===== src/rtl/leading_count_pipe_if.sv =====
// rtl/leading_count_pipe_if.sv - operand/result handshake bundle for leading_count_pipe
//
// Carries the operand stream (in_*) and the result stream (out_*).
//   slave  : the counting unit (consumes operands, produces results)
//   master : the execute stage driving operands and accepting results
//
//   in_valid / in_ready   operand handshake
//   in_data  [WIDTH]      operand
//   in_mode               0 = count leading zeros, 1 = count leading ones
//   in_tag   [TAG_W]      opaque tag returned with the result
//   out_valid / out_ready result handshake
//   out_count[CW]         leading-bit count, 0..WIDTH
//   out_tag  [TAG_W]      tag of the result
interface leading_count_pipe_if #(
    parameter int WIDTH = 32,
    parameter int TAG_W = 5
) ();
    localparam int CW = $clog2(WIDTH) + 1;

    logic             in_valid;
    logic             in_ready;
    logic [WIDTH-1:0] in_data;
    logic             in_mode;
    logic [TAG_W-1:0] in_tag;
    logic             out_valid;
    logic             out_ready;
    logic [CW-1:0]    out_count;
    logic [TAG_W-1:0] out_tag;

    modport slave (
        input  in_valid, in_data, in_mode, in_tag, out_ready,
        output in_ready, out_valid, out_count, out_tag
    );

    modport master (
        output in_valid, in_data, in_mode, in_tag, out_ready,
        input  in_ready, out_valid, out_count, out_tag
    );
endinterface


===== src/rtl/leading_count_pipe.sv =====
// rtl/leading_count_pipe.sv - 2-stage pipelined count-leading-zeros/ones unit
//
// Stage 1 inverts the operand for CLO, splits it into WIDTH/CHUNK chunks
// (chunk 0 holds the MSBs) and registers a per-chunk all-zero flag and
// per-chunk leading-zero count. Stage 2 picks the first non-empty chunk and
// registers the final count. One result per cycle, two operations in flight.
//
//   clk        rising-edge clock
//   rst_n      synchronous active-low reset
//   flush      synchronous kill of both pipeline stages
//   port       leading_count_pipe_if.slave (operand and result streams)
module leading_count_pipe #(
    parameter int WIDTH = 32,
    parameter int CHUNK = 8,
    parameter int TAG_W = 5
) (
    input  logic                 clk,
    input  logic                 rst_n,
    input  logic                 flush,
    leading_count_pipe_if.slave  port
);
    localparam int N  = WIDTH / CHUNK;
    localparam int CW = $clog2(WIDTH) + 1;
    localparam int KW = $clog2(CHUNK) + 1;

    // Leading zeros within one chunk, 0..CHUNK.
    function automatic logic [KW-1:0] chunk_lz(input logic [CHUNK-1:0] c);
        logic [KW-1:0] n;
        logic          hit;
        n   = '0;
        hit = 1'b0;
        for (int i = CHUNK - 1; i >= 0; i--) begin
            if (!hit && !c[i]) begin
                n = n + 1'b1;
            end else begin
                hit = 1'b1;
            end
        end
        return n;
    endfunction

    // Pipeline state
    logic             s1_valid;
    logic [N-1:0]     s1_all;
    logic [KW-1:0]    s1_cnt [N];
    logic [TAG_W-1:0] s1_tag;
    logic             out_valid_q;
    logic [CW-1:0]    out_count_q;
    logic [TAG_W-1:0] out_tag_q;

    // Handshake
    logic adv1;
    logic adv2;
    logic in_xfer;

    assign adv2 = !out_valid_q || port.out_ready;
    assign adv1 = !s1_valid || adv2;
    // rst_n is folded in so the unit never advertises space while held in reset.
    assign port.in_ready  = adv1 && !flush && rst_n;
    assign in_xfer        = port.in_valid && port.in_ready;

    assign port.out_valid = out_valid_q;
    assign port.out_count = out_count_q;
    assign port.out_tag   = out_tag_q;

    // Stage 1 combinational: CLO is CLZ of the inverted operand.
    logic [WIDTH-1:0] opnd;
    logic [N-1:0]     c_all;
    logic [KW-1:0]    c_cnt [N];

    always_comb begin
        opnd  = port.in_mode ? ~port.in_data : port.in_data;
        c_all = '0;
        for (int k = 0; k < N; k++) begin
            c_cnt[k] = '0;
        end
        for (int k = 0; k < N; k++) begin
            c_all[k] = ~|opnd[WIDTH-1-k*CHUNK -: CHUNK];
            c_cnt[k] = chunk_lz(opnd[WIDTH-1-k*CHUNK -: CHUNK]);
        end
    end

    // Stage 2 combinational: scanning from the LSB chunk upward lets the
    // last assignment win, so the lowest-index non-empty chunk decides.
    logic [CW-1:0] s2_count;

    always_comb begin
        s2_count = CW'(WIDTH);
        for (int k = N - 1; k >= 0; k--) begin
            if (!s1_all[k]) begin
                s2_count = CW'(k * CHUNK) + CW'(s1_cnt[k]);
            end
        end
    end

    always_ff @(posedge clk) begin
        if (!rst_n) begin
            s1_valid <= 1'b0;
            s1_all   <= '0;
            s1_tag   <= '0;
            for (int k = 0; k < N; k++) begin
                s1_cnt[k] <= '0;
            end
            out_valid_q <= 1'b0;
            out_count_q <= '0;
            out_tag_q   <= '0;
        end else if (flush) begin
            // Data registers keep stale contents; only the valid bits matter.
            s1_valid    <= 1'b0;
            out_valid_q <= 1'b0;
        end else begin
            if (adv1) begin
                s1_valid <= in_xfer;
                if (in_xfer) begin
                    s1_all <= c_all;
                    s1_tag <= port.in_tag;
                    for (int k = 0; k < N; k++) begin
                        s1_cnt[k] <= c_cnt[k];
                    end
                end
            end
            if (adv2) begin
                out_valid_q <= s1_valid;
                // Bubbles leave the previous result in place rather than
                // loading a count computed from stale stage-1 contents.
                if (s1_valid) begin
                    out_count_q <= s2_count;
                    out_tag_q   <= s1_tag;
                end
            end
        end
    end
endmodule


===== src/flat_wrapper.sv =====
// flat-port wrapper written by rule: the top's interface ports become plain ports
module leading_count_pipe_flat 
#(
    parameter int WIDTH = 32,
    parameter int CHUNK = 8,
    parameter int TAG_W = 5
)
  (clk, rst_n, flush, port_in_valid, port_in_data, port_in_mode, port_in_tag, port_out_ready, port_in_ready, port_out_valid, port_out_count, port_out_tag);
  leading_count_pipe_if #(.WIDTH(WIDTH), .TAG_W(TAG_W)) port_i ();
  input  logic clk;
  input  logic rst_n;
  input  logic flush;
  input wire logic [$bits(port_i.in_valid)-1:0] port_in_valid;
  input wire logic [$bits(port_i.in_data)-1:0] port_in_data;
  input wire logic [$bits(port_i.in_mode)-1:0] port_in_mode;
  input wire logic [$bits(port_i.in_tag)-1:0] port_in_tag;
  input wire logic [$bits(port_i.out_ready)-1:0] port_out_ready;
  output wire logic [$bits(port_i.in_ready)-1:0] port_in_ready;
  output wire logic [$bits(port_i.out_valid)-1:0] port_out_valid;
  output wire logic [$bits(port_i.out_count)-1:0] port_out_count;
  output wire logic [$bits(port_i.out_tag)-1:0] port_out_tag;
  assign port_i.in_valid = port_in_valid;
  assign port_i.in_data = port_in_data;
  assign port_i.in_mode = port_in_mode;
  assign port_i.in_tag = port_in_tag;
  assign port_i.out_ready = port_out_ready;
  assign port_in_ready = port_i.in_ready;
  assign port_out_valid = port_i.out_valid;
  assign port_out_count = port_i.out_count;
  assign port_out_tag = port_i.out_tag;
  leading_count_pipe #(.WIDTH(WIDTH), .CHUNK(CHUNK), .TAG_W(TAG_W)) u_core (.clk(clk), .rst_n(rst_n), .flush(flush), .port(port_i));
endmodule

===== config.mk =====
export PLATFORM = sky130hd
export DESIGN_NAME = leading_count_pipe_flat
export DESIGN_NICKNAME = d
export VERILOG_FILES = /design/src/rtl/leading_count_pipe_if.sv /design/src/rtl/leading_count_pipe.sv /design/src/flat_wrapper.sv
export SDC_FILE = /design/constraint.sdc
export NUM_CORES = 1
export LEC_CHECK = 0
export ABC_CLOCK_PERIOD_IN_PS = 3600
export BUFFER_PORTS_ARGS = -buffer_cell sky130_fd_sc_hd__buf_2
export CAP_MARGIN = 40
export CORE_ASPECT_RATIO = 1.5
export CORE_MARGIN = 10
export CORE_UTILIZATION = 48
export DETAILED_ROUTE_END_ITERATION = 8
export PLACE_DENSITY = 0.82
export SYNTH_ARGS = -nofsm -noshare
export SYNTH_HDL_FRONTEND = slang
export SYNTH_SLANG_ARGS = --single-unit

===== constraint.sdc =====
create_clock -name clk -period 3.6 [get_ports clk]
set_input_delay 0.36 -clock clk [delete_from_list [all_inputs] [get_ports clk]]
set_output_delay 0.36 -clock clk [all_outputs]
set_load 0.02 [all_outputs]

==> results of run 1 <==
==> final timing paths <==
kind              slack (ns)                  end  depth (start not counted)                   from
setup / recovery        0.17  u_core.s1_cnt[2][2]                         17           port_in_mode
setup reg to reg        1.62  u_core.s1_cnt[3][1]                          5  u_core.port.out_valid
hold / removal          0.25     u_core.s1_tag[4]                          3         port_in_tag[4]
hold reg to reg         0.46     u_core.s1_tag[1]                          2       u_core.s1_tag[1]
==> stage by stage <==
step | setup TNS, ns | power (mW) | cell area (sq um) | worst slack [ns]
after detailed placement | -0.7936 | 0.7709 | 3933 | -0.1905
after global routing | -0.02324 | 1.170 | 4100 | -0.01928
final | 0 | 1.111 | 4100 | 0.1683
after global placement | -0.07822 | 0.7581 | 3933 | -0.06596
after floorplan | -0.09375 | 0.6704 | 3446 | -0.05012
after CTS | 0 | 1.103 | 4040 | 0.08795
==> layout make-up <==
type / instances / area (sq um) / area share (%)
flip-flops and latches: 38 / 920.9 / 22.46
multi-input cells: 372 / 2400 / 58.53
well taps: 78 / 97.59 / 2.380
repair buffers: 87 / 521.8 / 12.73
clock buffers: 6 / 93.84 / 2.289
inverters: 14 / 52.55 / 1.282
clock inverters: 2 / 13.76 / 0.3357
==> repair_timing <==
| action | 4_1_cts | 5_1_grt |
|---|---|---|
| hold buffers | 0 | 0 |
| endpoints found under the setup margin | 0 | 6 |
| endpoints found under the hold margin | 0 | 0 |
| gates resized for setup | 0 | 12 |
| setup buffers | 0 | 1 |
==> layer usage <==
metal / GRT usage, % / share of wire, % / up-vias
li1: - / - / 1758
met1: 15.50 / 40 / 1562
met2: 27.72 / 54 / 77
met3: 2.699 / 4.8 / 12
met4: 3.651 / 1.5 / 0
met5: 0 / 0 / -
==> power by group through the flow <==
stage	Sequential, mW	Combinational (mW)	Clock (mW)
floorplan	0.484	0.187	0
global placement	0.483	0.275	0
detailed placement	0.484	0.287	0
CTS	0.474	0.290	0.339
global route	0.476	0.340	0.354
finish	0.474	0.304	0.333
==> registers in the layout, indices dropped and copies added (netlist names) <==
signal                 cells
u_core.s1_cnt             16
u_core.port.out_count      6
u_core.port.out_tag        5
u_core.s1_tag              5
u_core.s1_all              4
u_core.port.out_valid      1
u_core.s1_valid            1
==> worst min-delay path, delay by kind of cell <==
kind,cells,cell delay [ns]
and+or+nand+nor,2,0.08
buffers and inverters,1,0.08
==> cell usage in the layout, fill, tap and decap left out, types with 3 or more instances in the layout <==
cell and n:
nand2_1 56, buf_2 54, nor2_1 39, a21oi_1 35, buf_4 32, nand3_1 26
dfxtp_1 22, edfxtp_1 16, ha_1 15, inv_1 13, o21ai_0 13, and2_1 11
nor3_1 11, a21o_1 10, nor2b_1 10, mux2i_1 9, nand2b_1 9, or3_1 9
and3_1 9, a21boi_0 9, xor2_1 6, xnor2_1 5, o21ai_1 5, clkbuf_8 5
or2_1 4, o21bai_1 4, o22ai_1 4, o21a_1 4, nor3b_1 4, nor4_1 4
a21oi_2 3, a22oi_1 3, o211ai_1 3, o211a_1 3
==> cells by family after synthesis <==
logic type | synth area share (%)
and+or+nand+nor | 30.58
muxes | 3.320
buffers and inverters | 4.094
adders and majority gates | 6.271
AOI/OAI and AO/OA | 25.08
xor gates and xnor gates | 3.504
DFF | 27.15
==> impl_metrics.ini, run 1 <==
[worst_setup_path]
worstSetupPathType = input pin to register
critPathRequiredTime_ns = 3.75
path_buf_inv = 1
cp-end-kind = register
crit_arrival_ns = 3.58
cpMostUsedCell = ha_1
critPathLaunchType = input pin
crit_fanout = 17
cpPeakStageDelay_ns = 0.37
path_cells = buf_6 -> or3_1 -> nand2_1 -> ha_1 -> o21a_1 -> ha_1 -> o31ai_2 -> ha_1 -> nand2_1 -> o31a_1 -> o21ai_0 -> ha_1 -> o21ai_0 -> xor2_1 -> xnor2_1 -> or3_1 -> a21oi_1
cp_top_family = adder cells
crit_slowest_cell = or3_1

[global_routing]
grt_max_degree = 27
antenna_found_initial = 0
grt_pass1_wl_mm = 13.44
grt_usage_pct = 14.46
gr-total-overflow = 0
first_global_vias = 3233

[sta]
fin_crit_sh_pct = 95.33
maxSlewViolCount = 0
tightest_slew_ns = 0.6209
fin_crit_ns = 3.432
clock.fmax_mhz = 291.4
hold_violations = 0
whs_ns = 0.2463
clock-skew-final_ns = 0.005662
slew_headroom_pct = 58.50
setup_violations = 0

[synthesis]
yosysMostFrequentCell = nand2_1
synth_edf_count = 16
synth.top_cell.area_share_pct = 14.16
synth_ff_type = dfxtp_1
ys_seq_area_share_pct = 27.15
synth_warnings = 0
syn_area_sq_um = 3392
synth_nets = 503
yosysTopAreaCell = edfxtp_1
synth_common_cells = nand2_1 (56), nor2_1 (40), a21oi_1 (37)
synth-seq-cells = 38
syn_avg_cell_area_sq_um = 7.657
yosys-top-cells-area = edfxtp_1 (14%), dfxtp_1 (13%), ha_1 (6.3%), nand2_1 (6.2%), a21oi_1 (5.5%)
yosysUniqueCellTypes = 62
syn_inst = 443
synthArstFlopShare_pct = 0

[floorplan]
coreArea_sq_um = 6852
placementRows = 37
initial_core_util_pct = 49.51
io_pins = 56
die_h_um = 123.0
die_w_um = 88.64
die-area_sq_um = 10900

[clock_network]
root_buffer = clkbuf_8
max-clock-path-buffers = 2
cts.sinks = 38
clk_pin_slew_ns = 0.08
cts-buffers-inserted = 5
cts_htree_levels = 2
clk_latency_ns = 0.29
cts_tree = built

[final_layout]
fin_nets = 578
antenna_cells = 0
fin_cells = 597
area_growth_pct = 20.88
drive_gt1_share_pct = 23.70
final_util_pct = 59.84
fillers = 627

[power]
p_comb_share_pct = 27.3
power_density_nw_per_um2 = 271.0
clockPowerShare_pct = 30.0
sw_frac_of_total_pct = 29.52
internal_power_mw = 0.7833
switching_power_mw = 0.3280
seqPwrFrac_pct = 42.7
p_leak_nw = 1.766
ir_worst_vdd_mv = 0.2091

[routing]
via_per_inst = 5.710
drt_iter0_markers = 131
drt_first_pass_iters = 4
drtAntennaViolNets = 0
vias = 3409
drt_wl_total_mm = 8.177
drc_errors = 0
post_drt_wl_per_cell_um = 13.70

[placed_design]
dp_hpwl_mm = 6.447
dp_cells = 588
routabilityCongestion = 0.8783
port_buffers = 55

[hold_path]
hp-class = input pin to register

[run_status]
status = finished clean

[run]
cap_violations = 0
Power figures use the tool's default switching activity.
==> inputs of run 2 (changes only) <==
Settings changed: ABC_CLOCK_PERIOD_IN_PS 3600 to 2800.
Clock period 3.6 ns to 2.8 ns, I/O delays scaled along.
==> run 2 against run 1 <==
  * The run now ends with negative setup slack left
  * Setup slack worse by 0.67 ns
  * Via count is 24% higher
  * Sequential power grew 29%
  * Critical path depth did not move
  * Count of clock-buffer cells in the layout did not move
  * Final cell count grew 15%
  * Hold slack worse by 0.081 ns
  * Cell area rose by 31%
  * Critical path type unchanged
  * Critical endpoint unchanged
==> impl_metrics.ini, run 2 (synthesis results as in run 1) <==
[run_status]
status = complete, but fails checks
violations = negative setup slack

[global_routing]
first_global_vias = 4096
antenna_found_initial = 0
grt_usage_pct = 19.97
grt_max_degree = 23
gr-total-overflow = 0
grt_pass1_wl_mm = 17.93

[worst_setup_path]
critPathLaunchType = input pin
r2r_start = u_core.port.out_valid
worstSetupPathType = input pin to register
rrSetupSlack_ns = 0.95
r2r_cells = 5
crit_slowest_cell = or3_4
cp-end-kind = register
crit_arrival_ns = 3.45
crit_fanout = 5
cpMostUsedCell = ha_4
r2r_end = u_core.s1_cnt[0][3]
critPathRequiredTime_ns = 2.95
cpPeakStageDelay_ns = 0.39
path_cells = buf_8 -> or3_4 -> nand2_4 -> ha_4 -> o21a_4 -> ha_4 -> o31ai_4 -> ha_1 -> nand2_1 -> o31a_1 -> o21ai_1 -> ha_2 -> o21ai_4 -> xor2_2 -> xnor2_2 -> or3_1 -> a21oi_1

[power]
internal_power_mw = 1.133
ir_worst_vdd_mv = 0.1886
sw_frac_of_total_pct = 31.61
seqPwrFrac_pct = 36.8
clockPowerShare_pct = 23.6
switching_power_mw = 0.5237
p_comb_share_pct = 39.6
power_density_nw_per_um2 = 309.4
p_leak_nw = 2.291

[sta]
setup_tns_ns = -2.257
fin_ws_ns = -0.4976
tightest_slew_ns = 0.6704
slew_headroom_pct = 55.31
clock.fmax_mhz = 303.2
fin_crit_ns = 3.298
clock-skew-final_ns = 0.006448
maxSlewViolCount = 0
fin_crit_sh_pct = 117.8
hold_violations = 0
rsz0062_at_grt = true
setup_violations = 10

[clock_network]
cts_htree_levels = 2
cts_tree = built
root_buffer = clkbuf_8
cts.sinks = 38
max-clock-path-buffers = 2
cts-buffers-inserted = 5
clk_latency_ns = 0.30
clk_pin_slew_ns = 0.07

[final_layout]
top_register = u_core.s1_cnt
layout_commonest_cell = buf_4
drive_gt1_share_pct = 44.74
fin_cells = 686
fin_nets = 667
antenna_cells = 0
final_util_pct = 78.16
area_growth_pct = 57.88
mostFrequentLayoutCells = buf_4 (112), nand2_1 (51), buf_2 (50)
largest_register_ffs = 16

[routing]
via_per_inst = 6.179
drc_errors = 0
drt_wl_total_mm = 12.57
post_drt_wl_per_cell_um = 18.32
vias = 4239
drtAntennaViolNets = 0
drt_first_pass_iters = 6
drt_iter0_markers = 300

[hold_path]
holdCritStartpoint = port_in_tag[1]
hp-class = input pin to register
hold_path_end = u_core.s1_tag[1]
min_path_cells = 3

[placed_design]
dp_hpwl_mm = 7.481
routabilityCongestion = 0.8696
port_buffers = 55
dp_cells = 648

[floorplan]
die_w_um = 88.64
coreArea_sq_um = 6852
die_h_um = 123.0
initial_core_util_pct = 49.51
io_pins = 56
die-area_sq_um = 10900
placementRows = 37

[run]
cap_violations = 0
[run 2: cell count changes in the layout (fill, tap and decap cells not counted), sizes merged]
cell | previous run | this run
buf | 87 | 175
bufbuf | 0 | 1
clkinv | 0 | 1
clkinvlp | 1 | 0
[run 2: worst max path at each step]
stage / start / end / slack (ns) / depth (start not counted)
2_1_floorplan: port_in_mode / u_core.s1_cnt[3][2] / -0.77 / 21
3_3_place_gp: port_in_mode / u_core.s1_cnt[1][2] / -0.67 / 19
3_5_place_dp: port_in_mode / u_core.s1_cnt[2][2] / -0.86 / 17
4_1_cts: port_in_mode / u_core.s1_cnt[1][2] / -0.34 / 18
5_1_grt: port_in_data[15] / u_core.s1_cnt[2][2] / -0.61 / 17
6_report: port_in_data[15] / u_core.s1_cnt[2][2] / -0.50 / 17
[run 2: power by group through the flow]
stage | clock (mW) | combinational, mW | sequential [mW]
global route | 0.421 | 0.697 | 0.612
floorplan | 0 | 0.255 | 0.622
global placement | 0 | 0.423 | 0.621
finish | 0.390 | 0.657 | 0.610
detailed placement | 0 | 0.447 | 0.622
CTS | 0.392 | 0.539 | 0.609
[run 2: critical path: cells and delay by family]
kind	cells	cell delay, ns
simple gates	4	0.92
fa+ha+maj	4	1.01
xor+xnor	2	0.34
buf+inv	1	0.11
compound gates	6	0.79
[run 2: layout make-up]
class | instances | area (sq um)
timing repair buffer | 176 | 1326
clock inverter | 2 | 11.26
sequential | 38 | 920.9
inverter | 14 | 55.05
clock buffer | 6 | 82.58
multi-input combinational | 372 | 2861
tap | 78 | 97.59
fill | 398 | 1496
[run 2: per-stage QoR]
| stage | instance area (sq um) | power [mW] | setup slack [ns] | hold slack, ns |
|---|---|---|---|---|
| 5_1_grt | 5355 | 1.730 | -0.6069 | 0.1613 |
| 6_report | 5355 | 1.657 | -0.4976 | 0.1655 |
| 3_3_place_gp | 4453 | 1.044 | -0.6738 | 0.4411 |
| 2_1_floorplan | 3516 | 0.8768 | -0.7701 | 0.3790 |
| 3_5_place_dp | 4453 | 1.069 | -0.8575 | 0.4484 |
| 4_1_cts | 5032 | 1.540 | -0.3378 | 0.1623 |
[run 2: timing repair]
item                                    in CTS  in global routing
hold buffers                                 0                  0
gates resized for setup                     55                 54
endpoints found under the setup margin      10                 11
cloned                                       3                  0
setup buffers                               19                  8
pin swaps                                   43                 41
[run 2: routing by layer]
metal	wire, um	track usage [%]	vias to the layer above
met2	6616	38.92	234
met3	815	3.423	68
met1	4475	19.59	1993
met4	662	8.824	0
li1	-	-	1944
met5	0	0	-
==> inputs of run 3 (changes only) <==
Settings changed: CORE_UTILIZATION 48 to 45, PLACE_DENSITY 0.82 to 0.79.
==> run 3 against run 2 <==
  * Largest cell class unchanged
  * Register-to-register slack lost 0.08 ns
  * Sequential share of layout area is 0.20 points higher
  * Global-route usage fell by 3.2 points
  * Critical path type unchanged
  * The run still ends with negative setup slack left
  * Cell area fell by 1.2%
  * Routed wire length down 9.2%
  * Sequential cell count stayed put
  * Count of clock-buffer cells in the layout unchanged
  * First-iteration DRC count is 32% lower
  * Final cell count rose by 2.2%
==> impl_metrics.ini, run 3 (synthesis results as in run 1) <==
[run_status]
status = complete, but fails checks
violations = negative setup slack

[power]
sw_frac_of_total_pct = 29.06
power_density_nw_per_um2 = 328.1
p_comb_share_pct = 35.1
seqPwrFrac_pct = 35.1
internal_power_mw = 1.232
ir_worst_vdd_mv = 0.3486
p_leak_nw = 2.244
switching_power_mw = 0.5047
clockPowerShare_pct = 29.8

[global_routing]
gr-total-overflow = 0
antenna_found_initial = 0
grt_usage_pct = 16.76
first_global_vias = 3908
grt_pass1_wl_mm = 16.73
grt_max_degree = 22

[sta]
fin_crit_ns = 3.222
clock-skew-final_ns = 0.008136
fin_ws_ns = -0.4217
setup_tns_ns = -2.125
fin_crit_sh_pct = 115.1
rsz0062_at_grt = true
tightest_slew_ns = 0.6933
clock.fmax_mhz = 310.4
slew_headroom_pct = 53.78
hold_violations = 0
maxSlewViolCount = 0
setup_violations = 8

[placed_design]
routabilityCongestion = 0.9005
dp_hpwl_mm = 7.530
port_buffers = 55
place_area_sq_um = 4511

[routing]
drc_errors = 0
drt_wl_total_mm = 11.41
via_per_inst = 5.807
drtAntennaViolNets = 0
post_drt_wl_per_cell_um = 16.28
drt_first_pass_iters = 5
vias = 4071
drt_iter0_markers = 205

[final_layout]
mostFrequentLayoutCells = buf_4 (109), nand2_1 (51), buf_2 (50)
antenna_cells = 0
fin_nets = 660
fin_area_sq_um = 5293
largest_register_ffs = 16
seqCellArea_sq_um = 920.9
area_growth_pct = 56.03
layout_commonest_cell = buf_4
final_util_pct = 72.76
top_register = u_core.s1_cnt
multi_input_area_sq_um = 2848
fillers = 487
drive_gt1_share_pct = 43.76

[clock_network]
root_buffer = clkbuf_8
cts-buffers-inserted = 5
cts_tree = built
clk_pin_slew_ns = 0.08
holdBufCountCts = 0
max-clock-path-buffers = 2
clk_latency_ns = 0.30
cts.sinks = 38
cts_htree_levels = 2

[worst_setup_path]
crit_fanout = 7
crit_arrival_ns = 3.35
worstSetupPathType = input pin to register
cp-end-kind = register
critPathRequiredTime_ns = 2.93
critPathLaunchType = input pin
r2r_cells = 4

[floorplan]
io_pins = 56
die-area_sq_um = 11480
die_h_um = 126.3
initial_core_util_pct = 46.63
coreArea_sq_um = 7274
die_w_um = 90.89
placementRows = 38

[hold_path]
min_path_cells = 3
hp-class = input pin to register

[run]
cap_violations = 0
run 3: what timing repair did:
item                                    4_1_cts  5_1_grt
pin swaps                                    29       41
endpoints found under the setup margin       10       11
setup buffers                                 9        9
gates resized for setup                      32       66
gates cloned                                  1        0
run 3: power by group through the flow:
stage	logic (mW)	registers (mW)	clock network (mW)
6_report	0.610	0.610	0.517
5_1_grt	0.655	0.612	0.545
4_1_cts	0.502	0.610	0.521
3_5_place_dp	0.449	0.623	0
3_3_place_gp	0.430	0.621	0
2_1_floorplan	0.255	0.622	0
run 3: per-layer routing:
layer  vias up  part of all wire (%)  GRT usage, %
li1       1933                     -             -
met1      1939                    36         15.82
met4         0                   3.5         7.308
met5         -                     0             0
met3        42                   5.7         3.778
met2       157                    55         33.25
run 3: per-stage QoR:
stage               setup slack (ns)  power [mW]  hold WS, ns  cells
floorplan                    -0.7701      0.8768       0.3790    443
global placement             -0.7098       1.052       0.4408    674
detailed placement           -0.8282       1.072       0.4571    674
CTS                          -0.3418       1.632       0.1640    692
global route                 -0.5835       1.812       0.1677    701
finish                       -0.4217       1.737       0.1622    701
run 3: worst paths after layout:
check | from | end | slack [ns]
max | port_in_mode | u_core.s1_cnt[0][2] | -0.42
min | port_in_tag[4] | u_core.s1_tag[4] | 0.16
max reg2reg | u_core.port.out_valid | u_core.s1_cnt[3][0] | 0.87
min reg2reg | u_core.s1_tag[4] | u_core.s1_tag[4] | 0.46
run 3: area by class of cell:
type	count	share of cell area (%)
repair buffers	169	22.93
well taps	100	2.364
multi-input cells	372	53.81
clock inverters	2	0.7329
inverters	14	0.9929
clock buffers	6	1.773
flip-flops and latches	38	17.40
run 3: worst max-delay path, stage by stage:
cell and delay [ns]:
buf_12 0.12, buf_6 0.11, or2_1 0.23, o21bai_2 0.18, ha_1 0.26, a21o_1 0.17, and2_4 0.15, ha_4 0.21
o21a_1 0.17, nor2_2 0.12, ha_4 0.23, a2bb2oi_4 0.17, a2bb2oi_4 0.08, ha_4 0.16, nand3_2 0.06, a21oi_1 0.06
or3_1 0.41, a21oi_1 0.18
